### src/rtl/lsu_pkg.sv
// Shared types and helpers for the data load/store unit.
// Latency: n/a (types and a pure function only).
// Backpressure: n/a.
//
// Contents: access-size and FSM-state enums, byte-enable generator.
package lsu_pkg;

  typedef enum logic [1:0] {
    LSU_BYTE = 2'b00,
    LSU_HALF = 2'b01,
    LSU_WORD = 2'b10,
    LSU_ILL  = 2'b11
  } lsu_size_e;

  typedef enum logic [1:0] {
    IDLE  = 2'b00,
    ISSUE = 2'b01,
    RESP  = 2'b10
  } lsu_state_e;

  // Byte lanes touched by an access; illegal size touches none.
  function automatic logic [3:0] be_gen(input lsu_size_e size, input logic [1:0] addr_lo);
    logic [3:0] be;
    case (size)
      LSU_BYTE: be = 4'b0001 << addr_lo;
      LSU_HALF: be = 4'b0011 << addr_lo;
      LSU_WORD: be = 4'b1111;
      default:  be = 4'b0000;
    endcase
    return be;
  endfunction

endpackage

### src/rtl/data_align.sv
// Load-side extraction: picks byte/half/word out of a RAM word and extends it.
// Latency: combinational, zero cycles.
// Backpressure: none (pure function of its inputs).
//
// Ports:
//   ram_rdata_i  32-bit word read from RAM
//   addr_lo_i    byte offset within the word
//   size_i       access size (lsu_size_e encoding)
//   unsigned_i   1=zero-extend, 0=sign-extend (byte/half only)
//   result_o     right-aligned, extended load value
module data_align
  import lsu_pkg::*;
(
  input  logic [31:0] ram_rdata_i,
  input  logic [1:0]  addr_lo_i,
  input  logic [1:0]  size_i,
  input  logic        unsigned_i,
  output logic [31:0] result_o
);

  logic [31:0] shifted;

  // Move the addressed byte lane down to bit 0 before masking.
  assign shifted = ram_rdata_i >> {addr_lo_i, 3'b000};

  always_comb begin
    result_o = 32'h0;
    case (size_i)
      LSU_BYTE: result_o = {{24{~unsigned_i & shifted[7]}}, shifted[7:0]};
      LSU_HALF: result_o = {{16{~unsigned_i & shifted[15]}}, shifted[15:0]};
      LSU_WORD: result_o = shifted;
      default:  result_o = 32'h0;
    endcase
  end

endmodule

### src/rtl/data_lsu.sv
// Load/store unit: one request at a time between execute stage and 32-bit data RAM.
// Latency: accept -> RAM drive next cycle -> response pulse the cycle after (3-cycle turnaround).
// Backpressure: ready_o low for two cycles after acceptance; requests seen then are ignored.
//
// Ports:
//   clk_i, rstn_i                  clock, synchronous active-low reset
//   req_i/we_i/size_i/unsigned_i   request: valid, store flag, size, zero-extend
//   addr_i/wdata_i                 byte address, right-aligned store data
//   ready_o                        request accepted this cycle when high
//   rvalid_o/rdata_o               response pulse and load result
//   misaligned_o/err_o             fault / RAM error, qualified by rvalid_o
//   ram_we/ram_be/ram_addr/ram_wdata  RAM master drive (only during ISSUE)
//   ram_rdata/ram_err              RAM read data and error, valid in RESP
module data_lsu
  import lsu_pkg::*;
#(
  parameter int ADDR_WIDTH = 32
) (
  input  logic                  clk_i,
  input  logic                  rstn_i,
  input  logic                  req_i,
  input  logic                  we_i,
  input  logic [1:0]            size_i,
  input  logic                  unsigned_i,
  input  logic [ADDR_WIDTH-1:0] addr_i,
  input  logic [31:0]           wdata_i,
  output logic                  ready_o,
  output logic                  rvalid_o,
  output logic [31:0]           rdata_o,
  output logic                  misaligned_o,
  output logic                  err_o,
  output logic                  ram_we,
  output logic [3:0]            ram_be,
  output logic [ADDR_WIDTH-1:0] ram_addr,
  output logic [31:0]           ram_wdata,
  input  logic [31:0]           ram_rdata,
  input  logic                  ram_err
);

  lsu_state_e            state_q;
  logic                  ready_q;
  logic                  rvalid_q;
  logic                  we_q;
  lsu_size_e             size_q;
  logic                  unsigned_q;
  logic [1:0]            addr_lo_q;
  logic                  fault_q;
  logic                  ram_we_q;
  logic [3:0]            ram_be_q;
  logic [ADDR_WIDTH-1:0] ram_addr_q;
  logic [31:0]           ram_wdata_q;

  // Request-side decode, evaluated on the incoming request.
  lsu_size_e             req_size;
  logic                  fault_d;
  logic [3:0]            ram_be_d;
  logic [31:0]           ram_wdata_d;
  logic [ADDR_WIDTH-1:0] ram_addr_d;

  assign req_size   = lsu_size_e'(size_i);
  assign ram_addr_d = {addr_i[ADDR_WIDTH-1:2], 2'b00};

  always_comb begin
    fault_d = 1'b0;
    case (req_size)
      LSU_HALF: fault_d = addr_i[0];
      LSU_WORD: fault_d = (addr_i[1:0] != 2'b00);
      LSU_ILL:  fault_d = 1'b1;
      default:  fault_d = 1'b0;
    endcase
  end

  // A faulted access keeps the bus idle: no lanes enabled, no write.
  assign ram_be_d = fault_d ? 4'b0000 : be_gen(req_size, addr_i[1:0]);

  always_comb begin
    ram_wdata_d = 32'h0;
    if (we_i) begin
      case (req_size)
        LSU_BYTE: ram_wdata_d = {4{wdata_i[7:0]}};
        LSU_HALF: ram_wdata_d = {2{wdata_i[15:0]}};
        LSU_WORD: ram_wdata_d = wdata_i;
        default:  ram_wdata_d = 32'h0;
      endcase
    end
  end

  always_ff @(posedge clk_i) begin
    if (!rstn_i) begin
      state_q     <= IDLE;
      ready_q     <= 1'b1;
      rvalid_q    <= 1'b0;
      we_q        <= 1'b0;
      size_q      <= LSU_BYTE;
      unsigned_q  <= 1'b0;
      addr_lo_q   <= 2'b00;
      fault_q     <= 1'b0;
      ram_we_q    <= 1'b0;
      ram_be_q    <= 4'b0000;
      ram_addr_q  <= '0;
      ram_wdata_q <= 32'h0;
    end else begin
      case (state_q)
        IDLE: begin
          if (req_i) begin
            state_q     <= ISSUE;
            ready_q     <= 1'b0;
            we_q        <= we_i;
            size_q      <= req_size;
            unsigned_q  <= unsigned_i;
            addr_lo_q   <= addr_i[1:0];
            fault_q     <= fault_d;
            ram_we_q    <= we_i & ~fault_d;
            ram_be_q    <= ram_be_d;
            ram_addr_q  <= ram_addr_d;
            ram_wdata_q <= ram_wdata_d;
          end
        end
        ISSUE: begin
          // RAM drive lasts exactly one cycle; bus returns to zero in RESP.
          state_q     <= RESP;
          rvalid_q    <= 1'b1;
          ram_we_q    <= 1'b0;
          ram_be_q    <= 4'b0000;
          ram_addr_q  <= '0;
          ram_wdata_q <= 32'h0;
        end
        RESP: begin
          state_q  <= IDLE;
          rvalid_q <= 1'b0;
          ready_q  <= 1'b1;
        end
        default: begin
          state_q  <= IDLE;
          rvalid_q <= 1'b0;
          ready_q  <= 1'b1;
        end
      endcase
    end
  end

  logic [31:0] load_result;

  data_align u_align (
    .ram_rdata_i (ram_rdata),
    .addr_lo_i   (addr_lo_q),
    .size_i      (size_q),
    .unsigned_i  (unsigned_q),
    .result_o    (load_result)
  );

  // Response fields are qualified by rvalid so they read zero outside RESP.
  assign ready_o      = ready_q;
  assign rvalid_o     = rvalid_q;
  assign misaligned_o = rvalid_q & fault_q;
  assign err_o        = rvalid_q & ~fault_q & ram_err;
  assign rdata_o      = (rvalid_q && !fault_q && !we_q) ? load_result : 32'h0;

  assign ram_we    = ram_we_q;
  assign ram_be    = ram_be_q;
  assign ram_addr  = ram_addr_q;
  assign ram_wdata = ram_wdata_q;

endmodule

### config.mk
export PLATFORM = sky130hd
export DESIGN_NAME = data_lsu
export DESIGN_NICKNAME = d
export VERILOG_FILES = /design/src/rtl/lsu_pkg.sv /design/src/rtl/data_align.sv /design/src/rtl/data_lsu.sv
export SDC_FILE = /design/constraint.sdc
export NUM_CORES = 1
export LEC_CHECK = 0
export ABC_AREA = 1
export CAP_MARGIN = 0
export CORE_MARGIN = 2
export CORE_UTILIZATION = 30
export CTS_CLUSTER_DIAMETER = 150
export DETAILED_ROUTE_END_ITERATION = 8
export GPL_ROUTABILITY_DRIVEN = 0
export GPL_TIMING_DRIVEN = 0
export PLACE_DENSITY = 0.59
export SYNTH_ARGS = -nofsm -noshare
export SYNTH_HDL_FRONTEND = slang
export SYNTH_HIERARCHICAL = 1
export SYNTH_SLANG_ARGS = --single-unit
export TNS_END_PERCENT = 50
### constraint.sdc
create_clock -name clk_i -period 2 [get_ports clk_i]
set_clock_uncertainty 0.15 [all_clocks]
set_input_delay 0.3 -clock clk_i [delete_from_list [all_inputs] [get_ports clk_i]]
set_output_delay 0.3 -clock clk_i [all_outputs]
set_load 0.005 [all_outputs]
==> impl_metrics.json <==
{
  "status": "finished with violations",
  "violations": "negative setup slack",
  "die_h_um": 124,
  "vias_per_cell": 4.57,
  "worst-r2r-setup-slack_ns": 0.49,
  "max_clock_freq_mhz": 438,
  "cts_buffer_depth": 2,
  "grt_use_total_pct": 20.6,
  "seq_area_um2": 1570,
  "numCtsBuffers": 9,
  "hold_viol_final": 0,
  "syn_area_um2": 4320,
  "crit_fanout": 7,
  "dieArea_um2": 15400,
  "clock_latency_ns": 0.33,
  "drive_above_1_share_pct": 18.4,
  "setup_viol": 31,
  "worst_pin_slew_ns": 0.611,
  "final_util_pct": 51.9,
  "rows": 43,
  "multi_input_area_um2": 2450,
  "cp.arrival_ns": 1.83,
  "grt_max_degree": 14,
  "start_kind": "flip-flop",
  "cts_max_level": 3,
  "p_leak_nw": 3.22,
  "nets": 1039,
  "fin_ws_ns": -0.281,
  "firstDrtPassIters": 5,
  "ys_ff_latch": 78,
  "layout_min_cycle_time_ns": 2.28,
  "worstPathRequired_ns": 1.55,
  "dp.cells": 1077,
  "clk_pin_slew_ns": 0.06,
  "total_power_mw": 4.81,
  "route.detailed.drc": 0,
  "synth_enable_flop_cells": 0,
  "antenna_cells": 0,
  "cts-root-buf": "clkbuf_16",
  "initial_core_util_pct": 30.9,
  "grt_overflow_total": 0,
  "cp-end-kind": "output port",
  "power.density_nw_per_um2": 662,
  "async_reset_ff_share_pct": 0,
  "ys.flop_type": "dfxtp_1",
  "synth_cell_types": 32,
  "finalNonFillerCells": 1120,
  "portBuffers": 205,
  "syn_area_per_cell_um2": 6.26,
  "antenna_found_initial": 0,
  "min_path_type": "input port to flip-flop",
  "clock-sinks": 78,
  "ant_nets": 0,
  "syn_inst": 691,
  "dp_hpwl_mm": 12.0,
  "finalMaxSlewViolations": 0,
  "stdcell_area_um2": 7260,
  "die_w_um": 124,
  "drv_cap": 0,
  "wl_mm": 16.2,
  "yosys_warnings": 6,
  "syn_to_final_growth_pct": 68.0,
  "crit_type": "flip-flop to output port",
  "maxSlewHeadroom_pct": 59.3,
  "ioPinCount": 209,
  "irDropWorstVdd_v": 0.000381,
  "fill_cells": 1412,
  "grt_pass1_wl_mm": 24.5,
  "first_global_vias": 4753,
  "cts_tree": "yes",
  "yosysSeqAreaShare_pct": 36.1,
  "rsz0062_at_grt": "yes",
  "core_um2": 14000,
  "period_share_pct": 114,
  "drtIter0Drc": 387,
  "placed_area_um2": 6600,
  "via_count": 5114,
  "wire_per_inst_um": 14.4
}
[registers in the layout, summed over array words and instances (netlist names)]
name and flops:
addr_lo_q 2, fault_q 1, ram_addr 30, ram_be 4, ram_wdata 32, ram_we 1
ready_o 1, rvalid_o 1, size_q 2, state_q 2, unsigned_q 1, we_q 1
[final timing paths]
check	start	end	cells past startpoint
worst min-delay path	rstn_i	ram_addr[3]	3
worst max-delay path	addr_lo_q[0]	rdata_o[8]	12
worst max register to register	state_q[1]	ram_wdata[28]	6
worst min register to register	ram_addr[16]	ram_addr[16]	2
[cells in the mapped netlist (2+ instances only)]
| library cell | n | area, um2 |
|---|---|---|
| and3_1 | 2 | 12.5 |
| nor3_1 | 3 | 15.0 |
| inv_2 | 3 | 11.3 |
| o211ai_1 | 6 | 45.0 |
| inv_1 | 56 | 210 |
| dfxtp_1 | 78 | 1560 |
| clkbuf_1 | 14 | 52.6 |
| nand3_2 | 5 | 50.1 |
| nor2_2 | 2 | 12.5 |
| nor2_1 | 65 | 244 |
| o21ai_2 | 3 | 26.3 |
| a21oi_1 | 42 | 210 |
| o21ai_0 | 52 | 260 |
| nand2_1 | 271 | 1020 |
| nand3_4 | 2 | 35.0 |
| nor2_4 | 3 | 33.8 |
| buf_4 | 8 | 60.1 |
| nand3_1 | 37 | 185 |
| o21ai_1 | 11 | 55.1 |
| buf_6 | 7 | 78.8 |
| buf_2 | 10 | 50.1 |
[cell usage in the layout (no fill, tap or decap), types with 9 or more instances in the layout]
cell,n
buf_2,36
nand2_1,261
clkbuf_16,9
nand3_1,23
buf_6,20
nor2_1,62
buf_4,22
inv_2,14
clkbuf_1,13
nand3_2,17
dfxtp_1,74
inv_1,45
o21ai_0,46
o21ai_1,9
clkdlybuf4s50_1,173
nand2_2,11
a21oi_1,42
[worst max-delay path, cell delays in order, from the launching register on]
cell and delay, ns:
dfxtp_2 0.33, buf_6 0.13, inv_6 0.06, buf_12 0.11, nand2_4 0.05, nand3_4 0.07, nand3_4 0.14, buf_6 0.18
buf_6 0.11, nand2_2 0.07, inv_2 0.03, nor2_2 0.08, buf_2 0.13
[per-stage QoR]
stage / setup WS (ns) / hold WS (ns) / TNS, ns
after global routing: -0.372 / 0.195 / -9.85
after global placement: -0.633 / 0.287 / -18.07
final: -0.281 / 0.170 / -6.57
after CTS: -0.265 / 0.170 / -6.83
after detailed placement: -0.620 / 0.289 / -17.66
after floorplan: 0.395 / 0.263 / 0
[area by class of cell]
| type | instances | share of cell area (%) |
|---|---|---|
| multi-input combinational | 511 | 33.8 |
| timing repair buffer | 232 | 29.9 |
| sequential | 78 | 21.6 |
| buffer | 42 | 4.02 |
| clock buffer | 12 | 3.67 |
| inverter | 61 | 3.22 |
| tap | 180 | 3.10 |
| clock inverter | 4 | 0.741 |
[repair_timing]
action / 4_1_cts / 5_1_grt
setup buffers: 21 / 3
gates cloned: 3 / 0
setup endpoints to repair: 32 / 33
pin swaps: 30 / 11
hold buffers: 0 / 0
gates resized for setup: 180 / 31
[report_power, final]
group	internal [mW]	leakage, nW	switching (mW)
logic	0.705	2.43	0.699
registers	1.64	0.639	0.0509
clock network	1.07	0.151	0.647
[cells by family (layout without fill, tap and decap cells)]
group	Yosys count	count (layout)	synth area share, %
buf+inv	103	351	11.7
compound gates	115	115	14.0
simple gates	394	394	38.1
other cells	1	2	0.0867
flops	78	78	36.1
[per-layer routing]
metal / wire [um] / global-route usage (%)
met1: 6840 / 26.3
met2: 7250 / 32.4
met3: 1750 / 6.82
met4: 332 / 7.44
met5: 0 / 0
Note: power is estimated with default switching activity, not from simulation.
